**src/rtl/alu_ctrl_seq_pkg.sv**
```systemverilog
// Shared opcode, funct and ALU control encodings for the ALU control unit.
// Also holds the decoder result payload and the sequencer state type.
package alu_ctrl_seq_pkg;

    localparam int unsigned FUNCT_W = 6;
    localparam int unsigned OPC_W   = 3;
    localparam int unsigned CODE_W  = 4;

    localparam logic [OPC_W-1:0] ALUOP_ADD   = 3'b000;
    localparam logic [OPC_W-1:0] ALUOP_SUB   = 3'b001;
    localparam logic [OPC_W-1:0] ALUOP_RTYPE = 3'b010;
    localparam logic [OPC_W-1:0] ALUOP_AND   = 3'b011;
    localparam logic [OPC_W-1:0] ALUOP_OR    = 3'b100;
    localparam logic [OPC_W-1:0] ALUOP_SLT   = 3'b101;

    localparam logic [FUNCT_W-1:0] FUNCT_ADD  = 6'b100000;
    localparam logic [FUNCT_W-1:0] FUNCT_SUB  = 6'b100010;
    localparam logic [FUNCT_W-1:0] FUNCT_AND  = 6'b100100;
    localparam logic [FUNCT_W-1:0] FUNCT_OR   = 6'b100101;
    localparam logic [FUNCT_W-1:0] FUNCT_SLT  = 6'b101010;
    localparam logic [FUNCT_W-1:0] FUNCT_NOR  = 6'b100111;
    localparam logic [FUNCT_W-1:0] FUNCT_MULT = 6'b011000;
    localparam logic [FUNCT_W-1:0] FUNCT_DIV  = 6'b011010;

    localparam logic [CODE_W-1:0] CTRL_AND     = 4'b0000;
    localparam logic [CODE_W-1:0] CTRL_OR      = 4'b0001;
    localparam logic [CODE_W-1:0] CTRL_ADD     = 4'b0010;
    localparam logic [CODE_W-1:0] CTRL_SUB     = 4'b0110;
    localparam logic [CODE_W-1:0] CTRL_SLT     = 4'b0111;
    localparam logic [CODE_W-1:0] CTRL_MULT    = 4'b1000;
    localparam logic [CODE_W-1:0] CTRL_DIV     = 4'b1001;
    localparam logic [CODE_W-1:0] CTRL_NOR     = 4'b1100;
    localparam logic [CODE_W-1:0] CTRL_ILLEGAL = 4'b1111;

    typedef struct packed {
        logic [CODE_W-1:0] code;
        logic              illegal;
        logic              is_md;
    } dec_t;

    typedef enum logic [0:0] {
        ST_IDLE    = 1'b0,
        ST_MD_WAIT = 1'b1
    } state_e;

endpackage

```
**src/rtl/alu_ctrl_decode.sv**
```systemverilog
// Pure combinational funct/ALUOp decode into {code, illegal, is_md}.
// MULT/DIV are always recognised here; the sequencer decides whether they are supported.
module alu_ctrl_decode
    import alu_ctrl_seq_pkg::*;
#(
    parameter int unsigned ALUOP_W = 3
) (
    input  logic [FUNCT_W-1:0] i_funct,
    input  logic [ALUOP_W-1:0] i_aluop,
    output dec_t               o_dec_c
);

    always_comb begin
        o_dec_c = '{code: CTRL_ILLEGAL, illegal: 1'b1, is_md: 1'b0};
        case (i_aluop)
            ALUOP_W'(ALUOP_ADD): o_dec_c = '{code: CTRL_ADD, illegal: 1'b0, is_md: 1'b0};
            ALUOP_W'(ALUOP_SUB): o_dec_c = '{code: CTRL_SUB, illegal: 1'b0, is_md: 1'b0};
            ALUOP_W'(ALUOP_AND): o_dec_c = '{code: CTRL_AND, illegal: 1'b0, is_md: 1'b0};
            ALUOP_W'(ALUOP_OR):  o_dec_c = '{code: CTRL_OR,  illegal: 1'b0, is_md: 1'b0};
            ALUOP_W'(ALUOP_SLT): o_dec_c = '{code: CTRL_SLT, illegal: 1'b0, is_md: 1'b0};
            ALUOP_W'(ALUOP_RTYPE): begin
                // funct only matters for R-type ops
                case (i_funct)
                    FUNCT_ADD:  o_dec_c = '{code: CTRL_ADD,  illegal: 1'b0, is_md: 1'b0};
                    FUNCT_SUB:  o_dec_c = '{code: CTRL_SUB,  illegal: 1'b0, is_md: 1'b0};
                    FUNCT_AND:  o_dec_c = '{code: CTRL_AND,  illegal: 1'b0, is_md: 1'b0};
                    FUNCT_OR:   o_dec_c = '{code: CTRL_OR,   illegal: 1'b0, is_md: 1'b0};
                    FUNCT_SLT:  o_dec_c = '{code: CTRL_SLT,  illegal: 1'b0, is_md: 1'b0};
                    FUNCT_NOR:  o_dec_c = '{code: CTRL_NOR,  illegal: 1'b0, is_md: 1'b0};
                    FUNCT_MULT: o_dec_c = '{code: CTRL_MULT, illegal: 1'b0, is_md: 1'b1};
                    FUNCT_DIV:  o_dec_c = '{code: CTRL_DIV,  illegal: 1'b0, is_md: 1'b1};
                    default: ;
                endcase
            end
            default: ;
        endcase
    end

endmodule

```
**src/rtl/alu_ctrl_seq.sv**
```systemverilog
// Registered, handshaked ALU control unit with optional MULT/DIV sequencing.
// Define ALU_CTRL_MULDIV_EN to build the MD_WAIT state, busy counter and mul/div launch.
module alu_ctrl_seq
    import alu_ctrl_seq_pkg::*;
#(
    parameter int unsigned ALUOP_W   = 3,
    parameter int unsigned CTRL_W    = 4,
    parameter int unsigned MD_CYCLES = 32
) (
    input  logic               clk_i,
    input  logic               rst_i,
    input  logic               valid_i,
    output logic               ready_o,
    input  logic [FUNCT_W-1:0] funct_i,
    input  logic [ALUOP_W-1:0] ALUOp_i,
    output logic [CTRL_W-1:0]  ALUCtrl_o,
    output logic               valid_o,
    input  logic               ready_i,
    output logic               illegal_o,
    output logic               md_start_o,
    output logic               busy_o
);

    if (MD_CYCLES < 2) begin : g_bad_md_cycles
        $error("alu_ctrl_seq: MD_CYCLES must be at least 2");
    end

    dec_t              w_dec;
    logic              w_ready;
    logic              w_accept;
    logic [CTRL_W-1:0] r_ctrl;
    logic [CTRL_W-1:0] w_nxt_ctrl;
    logic              r_valid;
    logic              w_nxt_valid;
    logic              r_illegal;
    logic              w_nxt_illegal;

    alu_ctrl_decode #(
        .ALUOP_W (ALUOP_W)
    ) u_decode (
        .i_funct (funct_i),
        .i_aluop (ALUOp_i),
        .o_dec_c (w_dec)
    );

`ifdef ALU_CTRL_MULDIV_EN
    localparam int unsigned CNT_W = $clog2(MD_CYCLES + 1);

    state_e            r_state;
    state_e            w_nxt_state;
    logic [CNT_W-1:0]  r_cnt;
    logic [CNT_W-1:0]  w_nxt_cnt;
    logic [CTRL_W-1:0] r_md_ctrl;
    logic [CTRL_W-1:0] w_nxt_md_ctrl;
    logic              r_md_start;
    logic              w_nxt_md_start;
    logic              r_busy;
    logic              w_nxt_busy;

    always_ff @(posedge clk_i or negedge rst_i) begin
        if (!rst_i) begin
            r_state    <= ST_IDLE;
            r_cnt      <= '0;
            r_md_ctrl  <= '0;
            r_md_start <= 1'b0;
            r_busy     <= 1'b0;
        end else begin
            r_state    <= w_nxt_state;
            r_cnt      <= w_nxt_cnt;
            r_md_ctrl  <= w_nxt_md_ctrl;
            r_md_start <= w_nxt_md_start;
            r_busy     <= w_nxt_busy;
        end
    end

    // Next state, handshake and output payload; MD ops park their code until the counter expires
    always_comb begin
        w_ready        = (r_state == ST_IDLE) && (!r_valid || ready_i);
        w_accept       = valid_i && w_ready;
        w_nxt_state    = r_state;
        w_nxt_cnt      = r_cnt;
        w_nxt_md_ctrl  = r_md_ctrl;
        w_nxt_md_start = 1'b0;
        w_nxt_busy     = r_busy;
        w_nxt_ctrl     = r_ctrl;
        w_nxt_illegal  = r_illegal;
        w_nxt_valid    = r_valid && !ready_i;
        case (r_state)
            ST_IDLE: begin
                if (w_accept) begin
                    if (w_dec.is_md) begin
                        w_nxt_state    = ST_MD_WAIT;
                        w_nxt_cnt      = CNT_W'(MD_CYCLES - 1);
                        w_nxt_md_ctrl  = CTRL_W'(w_dec.code);
                        w_nxt_md_start = 1'b1;
                        w_nxt_busy     = 1'b1;
                    end else begin
                        w_nxt_ctrl    = CTRL_W'(w_dec.code);
                        w_nxt_illegal = w_dec.illegal;
                        w_nxt_valid   = 1'b1;
                    end
                end
            end
            ST_MD_WAIT: begin
                w_nxt_cnt = r_cnt - CNT_W'(1);
                if (r_cnt == CNT_W'(1)) begin
                    w_nxt_state   = ST_IDLE;
                    w_nxt_ctrl    = r_md_ctrl;
                    w_nxt_illegal = 1'b0;
                    w_nxt_valid   = 1'b1;
                    w_nxt_busy    = 1'b0;
                end
            end
            default: w_nxt_state = ST_IDLE;
        endcase
    end

    assign md_start_o = r_md_start;
    assign busy_o     = r_busy;
`else
    // Without the sequencer, MULT/DIV are reported as undecodable
    always_comb begin
        w_ready       = !r_valid || ready_i;
        w_accept      = valid_i && w_ready;
        w_nxt_ctrl    = r_ctrl;
        w_nxt_illegal = r_illegal;
        w_nxt_valid   = r_valid && !ready_i;
        if (w_accept) begin
            w_nxt_ctrl    = w_dec.is_md ? CTRL_W'(CTRL_ILLEGAL) : CTRL_W'(w_dec.code);
            w_nxt_illegal = w_dec.illegal || w_dec.is_md;
            w_nxt_valid   = 1'b1;
        end
    end

    assign md_start_o = 1'b0;
    assign busy_o     = 1'b0;
`endif

    always_ff @(posedge clk_i or negedge rst_i) begin
        if (!rst_i) begin
            r_ctrl    <= '0;
            r_valid   <= 1'b0;
            r_illegal <= 1'b0;
        end else begin
            r_ctrl    <= w_nxt_ctrl;
            r_valid   <= w_nxt_valid;
            r_illegal <= w_nxt_illegal;
        end
    end

    assign ready_o   = w_ready;
    assign ALUCtrl_o = r_ctrl;
    assign valid_o   = r_valid;
    assign illegal_o = r_illegal;

endmodule
```
**config.mk**
```make
export PLATFORM = sky130hd
export DESIGN_NAME = alu_ctrl_seq
export DESIGN_NICKNAME = d
export VERILOG_FILES = /design/src/rtl/alu_ctrl_seq_pkg.sv /design/src/rtl/alu_ctrl_decode.sv /design/src/rtl/alu_ctrl_seq.sv
export SDC_FILE = /design/constraint.sdc
export NUM_CORES = 1
export LEC_CHECK = 0
export ABC_AREA = 1
export BUFFER_PORTS_ARGS = -buffer_cell sky130_fd_sc_hd__buf_2
export CORE_AREA = 5 5 42 44
export CTS_BUF_LIST = sky130_fd_sc_hd__clkbuf_4
export CTS_CLUSTER_DIAMETER = 30
export DETAILED_ROUTE_END_ITERATION = 12
export DIE_AREA = 0 0 47 49
export SYNTH_ARGS = -nofsm -noshare
export SYNTH_HDL_FRONTEND = slang
export SYNTH_SLANG_ARGS = --single-unit
```
**constraint.sdc**
```tcl
create_clock -name clk_i -period 2.1 [get_ports clk_i]
set_clock_uncertainty 0.2 [all_clocks]
set_input_delay 0.315 -clock clk_i [delete_from_list [all_inputs] [get_ports clk_i]]
set_output_delay 0.315 -clock clk_i [all_outputs]
set_load 0.005 [all_outputs]
```
==> run summary, run 1 <==
Synth Warn # - 0
Mean Syn Cell Area - 5.98 sq um
RSZ-0062 raised after global routing - false
DRT Wirelength - 1140 microns
Die X - 47 microns
Via Count - 552
Worst path arrival time - 840 ps
Global placement routability congestion - 0.832
Post-synthesis cell count - 81
CORE AREA - 1400 sq um
Max-slew violations - 0
Setup violators final - 0
PnR worst setup slack - 742 ps
Initial antenna violation count - 0
Peak supply drop - 0.148 mV
Clock Root Buffer - clkbuf_4
CTS buffer count - 3
Synthesized flop and latch total - 6
Routed Antenna Nets - 0
Critical Path Start Type - flop
CTS tree - built
Worst Setup Path Type - reg2out
Detailed Place HPWL - 960 microns
Final period util - 0.647
Most frequent cells in the layout - nand2_1 (24), buf_2 (19), nor2_1 (14), inv_1 (12), nand3_1 (8)
Largest net degree at the start of global routing - 7
Worst setup EP type - primary output
PD cells - 539 nW/um^2
Setup TNS - 0 ps
Grt total ovfl - 0
Number of fill cells - 160
Initial cell density of the core - 0.346
Ports - 22
# rows - 14
WP data required - 1580 ps
Post-CTS sizing - 0
Clock Path Buffers - 2
Antenna cell count - 0
DRT Pass-1 Iters - 6
Remaining DRCs - 0
Final nets - 118
Lkg Pwr - 0.000373 uW
R2r worst-path depth - 7
# clock sinks - 6
Area Overhead vs Synth - 28.2%
First-pass GRT wire length - 1930 microns
Post-synthesis cell type count - 18
Max-cap violations - 0
Syn Std Cell Area - 484 sq um
Vias in the first global route - 505
Vias per inst - 4.64
Worst min-delay path class - in2reg
Setup WS pre-CTS - 633 ps
Die Y - 49 microns
H-Tree Depth - 1
Number of port buffers - 19
Routed WL per cell - 9.59 microns
Final min period - 1360 ps
Status - complete, no violations
Hold path depth - 3
Critical path fanouts, max - 3
Die area - 2300 sq um
Layout cells sized above 1 - 0.262
Clock Pin Slew Worst Setup and Hold Paths - 50 ps
Initial DRC Count - 11
Final count of hold timing violations - 0
Sequential fraction of the synthesis area - 0.310
Max Fclk - 0.736 GHz
Commonest non-fill, non-tap cell in the layout - nand2_1
Overall Global Routing Usage - 0.113
Worst-Skew Late Latency - 250 ps
[layout make-up]
type	instances	area [sq um]	area share
timing repair buffer	20	105	0.169
tap	16	20.0	0.0323
sequential	6	150	0.242
inverter	12	45.0	0.0726
multi-input combinational	62	278	0.448
clock buffer	3	22.5	0.0363
[worst max-delay path: stages (launching register included)]
cell	delay, ps
dfrtp_1	360
nand2_1	110
buf_2	130
[path summary, 6_finish.rpt]
kind	start	endpoint	slack, ps
max in group asynchronous	rst_i	illegal_o	1330
min reg2reg	illegal_o	illegal_o	300
min	valid_i	valid_o	90
max	valid_o	ready_o	740
max reg2reg	valid_o	ALUCtrl_o[1]	790
min in group asynchronous	rst_i	ALUCtrl_o[0]	220
[metal layers]
metal / vias to the layer above / routed length [microns] / global-route usage
met1: 241 / 422 / 0.118
met3: 2 / 107 / 0.0369
met2: 19 / 597 / 0.192
met5: - / 0 / 0
li1: 290 / - / -
met4: 0 / 13 / 0.0553
[what timing repair did]
item | CTS | global route
setup buffers | 0 | 0
hold buffers | 1 | 0
hold endpoints to repair | 6 | 0
[sequential cells by signal (all words and copies together), names as in the netlist]
name       flops
ALUCtrl_o      4
illegal_o      1
valid_o        1
[cells in the mapped netlist]
master,number,area share
nor3_1,1,0.010
nor3b_1,1,0.016
o21bai_1,1,0.016
nor2_1,14,0.11
a21oi_2,1,0.018
nand3_1,8,0.083
nand3b_1,1,0.016
buf_4,2,0.031
nand4_1,1,0.013
nand2_1,24,0.19
inv_1,12,0.093
a21oi_1,3,0.031
dfrtp_1,6,0.31
nand2_2,2,0.026
nor2_2,1,0.013
conb_1,1,0.0077
or2_2,1,0.013
o21ai_0,1,0.010
[kinds of logic (layout without fill, tap and decap cells)]
family	Yosys count	count (layout)	synth area share
AOI/OAI and AO/OA	6	6	0.0749
buffers and inverters	14	35	0.124
DFF	6	6	0.310
other	1	2	0.00774
and+or+nand+nor	54	54	0.483
[report_power, final]
group	internal (uW)	total, uW	leakage, uW	switching (uW)
clock network	64.6	105	0.0000138	40.4
registers	131	139	0.0000685	7.23
logic	40.0	90.8	0.000291	50.7
total	236	334	0.000373	98.4
[per-stage QoR]
stage          hold slack [ps]   util  cells  cell area (sq um)  power [uW]
4_1_cts                   80.9  0.443    119                621         341
3_3_place_gp             -55.9  0.420    115                588         228
3_5_place_dp             -54.5  0.420    115                588         230
2_1_floorplan             -181      -     82                488         190
6_report                  86.3  0.443    119                621         334
5_1_grt                   84.8  0.443    119                621         363
Note: power is estimated with default switching activity, not from simulation.
==> run 2, diff against run 1 <==
==> constraint.sdc (replaced) <==
create_clock -name clk_i -period 1.4 [get_ports clk_i]
set_clock_uncertainty 0.2 [all_clocks]
set_input_delay 0.21 -clock clk_i [delete_from_list [all_inputs] [get_ports clk_i]]
set_output_delay 0.21 -clock clk_i [all_outputs]
set_load 0.005 [all_outputs]
==> run 2 against run 1 <==
- utilization is 1.3 points higher
- count of clock-buffer cells in the layout unchanged
- global-route usage down 0.93 points
- flip-flop and latch count stayed put
- combinational power up 55%
- sequential share of layout area fell by 0.66 points
- via count up 2.2%
- sequential power is 50% higher
- largest cell class unchanged
==> run summary, run 2 (synthesis results as in run 1) <==
Grt total ovfl - 0
First-pass GRT wire length - 1760 microns
Ports - 22
Worst Setup Path Type - reg2reg
Via Count - 564
H-Tree Depth - 1
R2r worst-path depth - 7
Placed cell areas - 588 sq um
Vias in the first global route - 459
Initial cell density of the core - 0.346
Overall Global Routing Usage - 0.104
PnR worst setup slack - 101 ps
Most frequent cells in the layout - nand2_1 (24), buf_2 (19), nor2_1 (14), inv_1 (11), nand3_1 (8)
Critical Path Start Type - flop
Layout cells sized above 1 - 0.276
Sequential share of power - 0.405
Worst path arrival time - 1280 ps
Antenna cell count - 0
Clk pwr share - 0.319
Initial antenna violation count - 0
Hold path depth - 4
CTS tree - built
WP data required - 1380 ps
Final min period - 1300 ps
Max-cap violations - 0
Area Overhead vs Synth - 31.8%
Number of port buffers - 19
RSZ-0062 raised after global routing - false
Final period util - 0.928
DRT Pass-1 Iters - 4
# clock sinks - 6
Peak supply drop - 0.236 mV
Total Power - 512 uW
Design area - 638 sq um
Max Fclk - 0.770 GHz
Critical path fanouts, max - 6
Lkg Pwr - 0.000380 uW
CTS buffer count - 3
Clock Path Buffers - 2
CORE AREA - 1400 sq um
Largest register FFs - 4
PD cells - 803 nW/um^2
Global placement routability congestion - 0.807
Clock Root Buffer - clkbuf_4
Remaining DRCs - 0
Status - complete, no violations
Die area - 2300 sq um
Worst-Skew Late Latency - 250 ps
Final count of hold timing violations - 0
Initial DRC Count - 16
Routed Antenna Nets - 0
Worst min-delay path class - in2reg
Die Y - 49 microns
Comb pwr share - 0.275
Clock Pin Slew Worst Setup and Hold Paths - 50 ps
Number of fill cells - 153
Largest net degree at the start of global routing - 7
Final nets - 120
Setup violators final - 0
Die X - 47 microns
Setup TNS - 0 ps
Routed WL per cell - 9.40 microns
Commonest non-fill, non-tap cell in the layout - nand2_1
Setup WS pre-CTS - 60.4 ps
Switching share of power - 0.301
Psw - 154 uW
DRT Wirelength - 1140 microns
Max-slew violations - 0
Internal power - 358 uW
Detailed Place HPWL - 957 microns
Vias per inst - 4.66
Final core utilization - 0.455
Worst setup EP type - flop
# rows - 14
-- run 2: area by class of cell --
class | count | area, sq um | share of cell area
sequential | 6 | 150 | 0.235
multi-input combinational | 62 | 278 | 0.435
inverter | 12 | 45.0 | 0.0706
clock buffer | 3 | 22.5 | 0.0353
tap | 16 | 20.0 | 0.0314
timing repair buffer | 22 | 123 | 0.192
-- run 2: metal layers --
layer / share of wire / global-route usage / vias up
met4: 0.022 / 0.0783 / 0
met3: 0.092 / 0.0221 / 4
met1: 0.39 / 0.115 / 243
met5: 0 / 0 / -
li1: - / - / 298
met2: 0.50 / 0.163 / 19
-- run 2: power groups by stage --
stage | Sequential, uW | Combinational (uW) | Clock, uW
after floorplan | 213 | 71.8 | 0
after detailed placement | 211 | 135 | 0
after CTS | 208 | 140 | 165
final | 208 | 141 | 164
after global routing | 212 | 162 | 178
after global placement | 210 | 132 | 0
-- run 2: repair_timing --
item	CTS	global route
hold endpoints to repair	7	0
buffers inserted	0	1
setup endpoints to repair	0	3
gates resized for setup	0	1
hold buffers	2	0
-- run 2: path summary, 6_finish.rpt --
kind | start | end | slack (ps)
setup / recovery | valid_o | ALUCtrl_o[1] | 100
hold / removal | ready_i | valid_o | 50
setup reg to reg | valid_o | ALUCtrl_o[1] | 100
hold reg to reg | illegal_o | illegal_o | 300
max in group asynchronous | rst_i | illegal_o | 750
min in group asynchronous | rst_i | ALUCtrl_o[0] | 110
-- run 2: worst max-delay path, cell delays in order, from the launching register on --
cell     delay [ps]
dfrtp_1         370
nand2_1         110
nand2_2         110
inv_2           100
nand2_1          70
a21oi_1         150
nor2_1           70
nand3_1          60
-- run 2: stage by stage --
| stage | std cells | hold slack (ps) |
|---|---|---|
| floorplan | 82 | -286 |
| global placement | 115 | -162 |
| detailed placement | 115 | -160 |
| CTS | 120 | 52.6 |
| global route | 121 | 86.0 |
| finish | 121 | 48.7 |
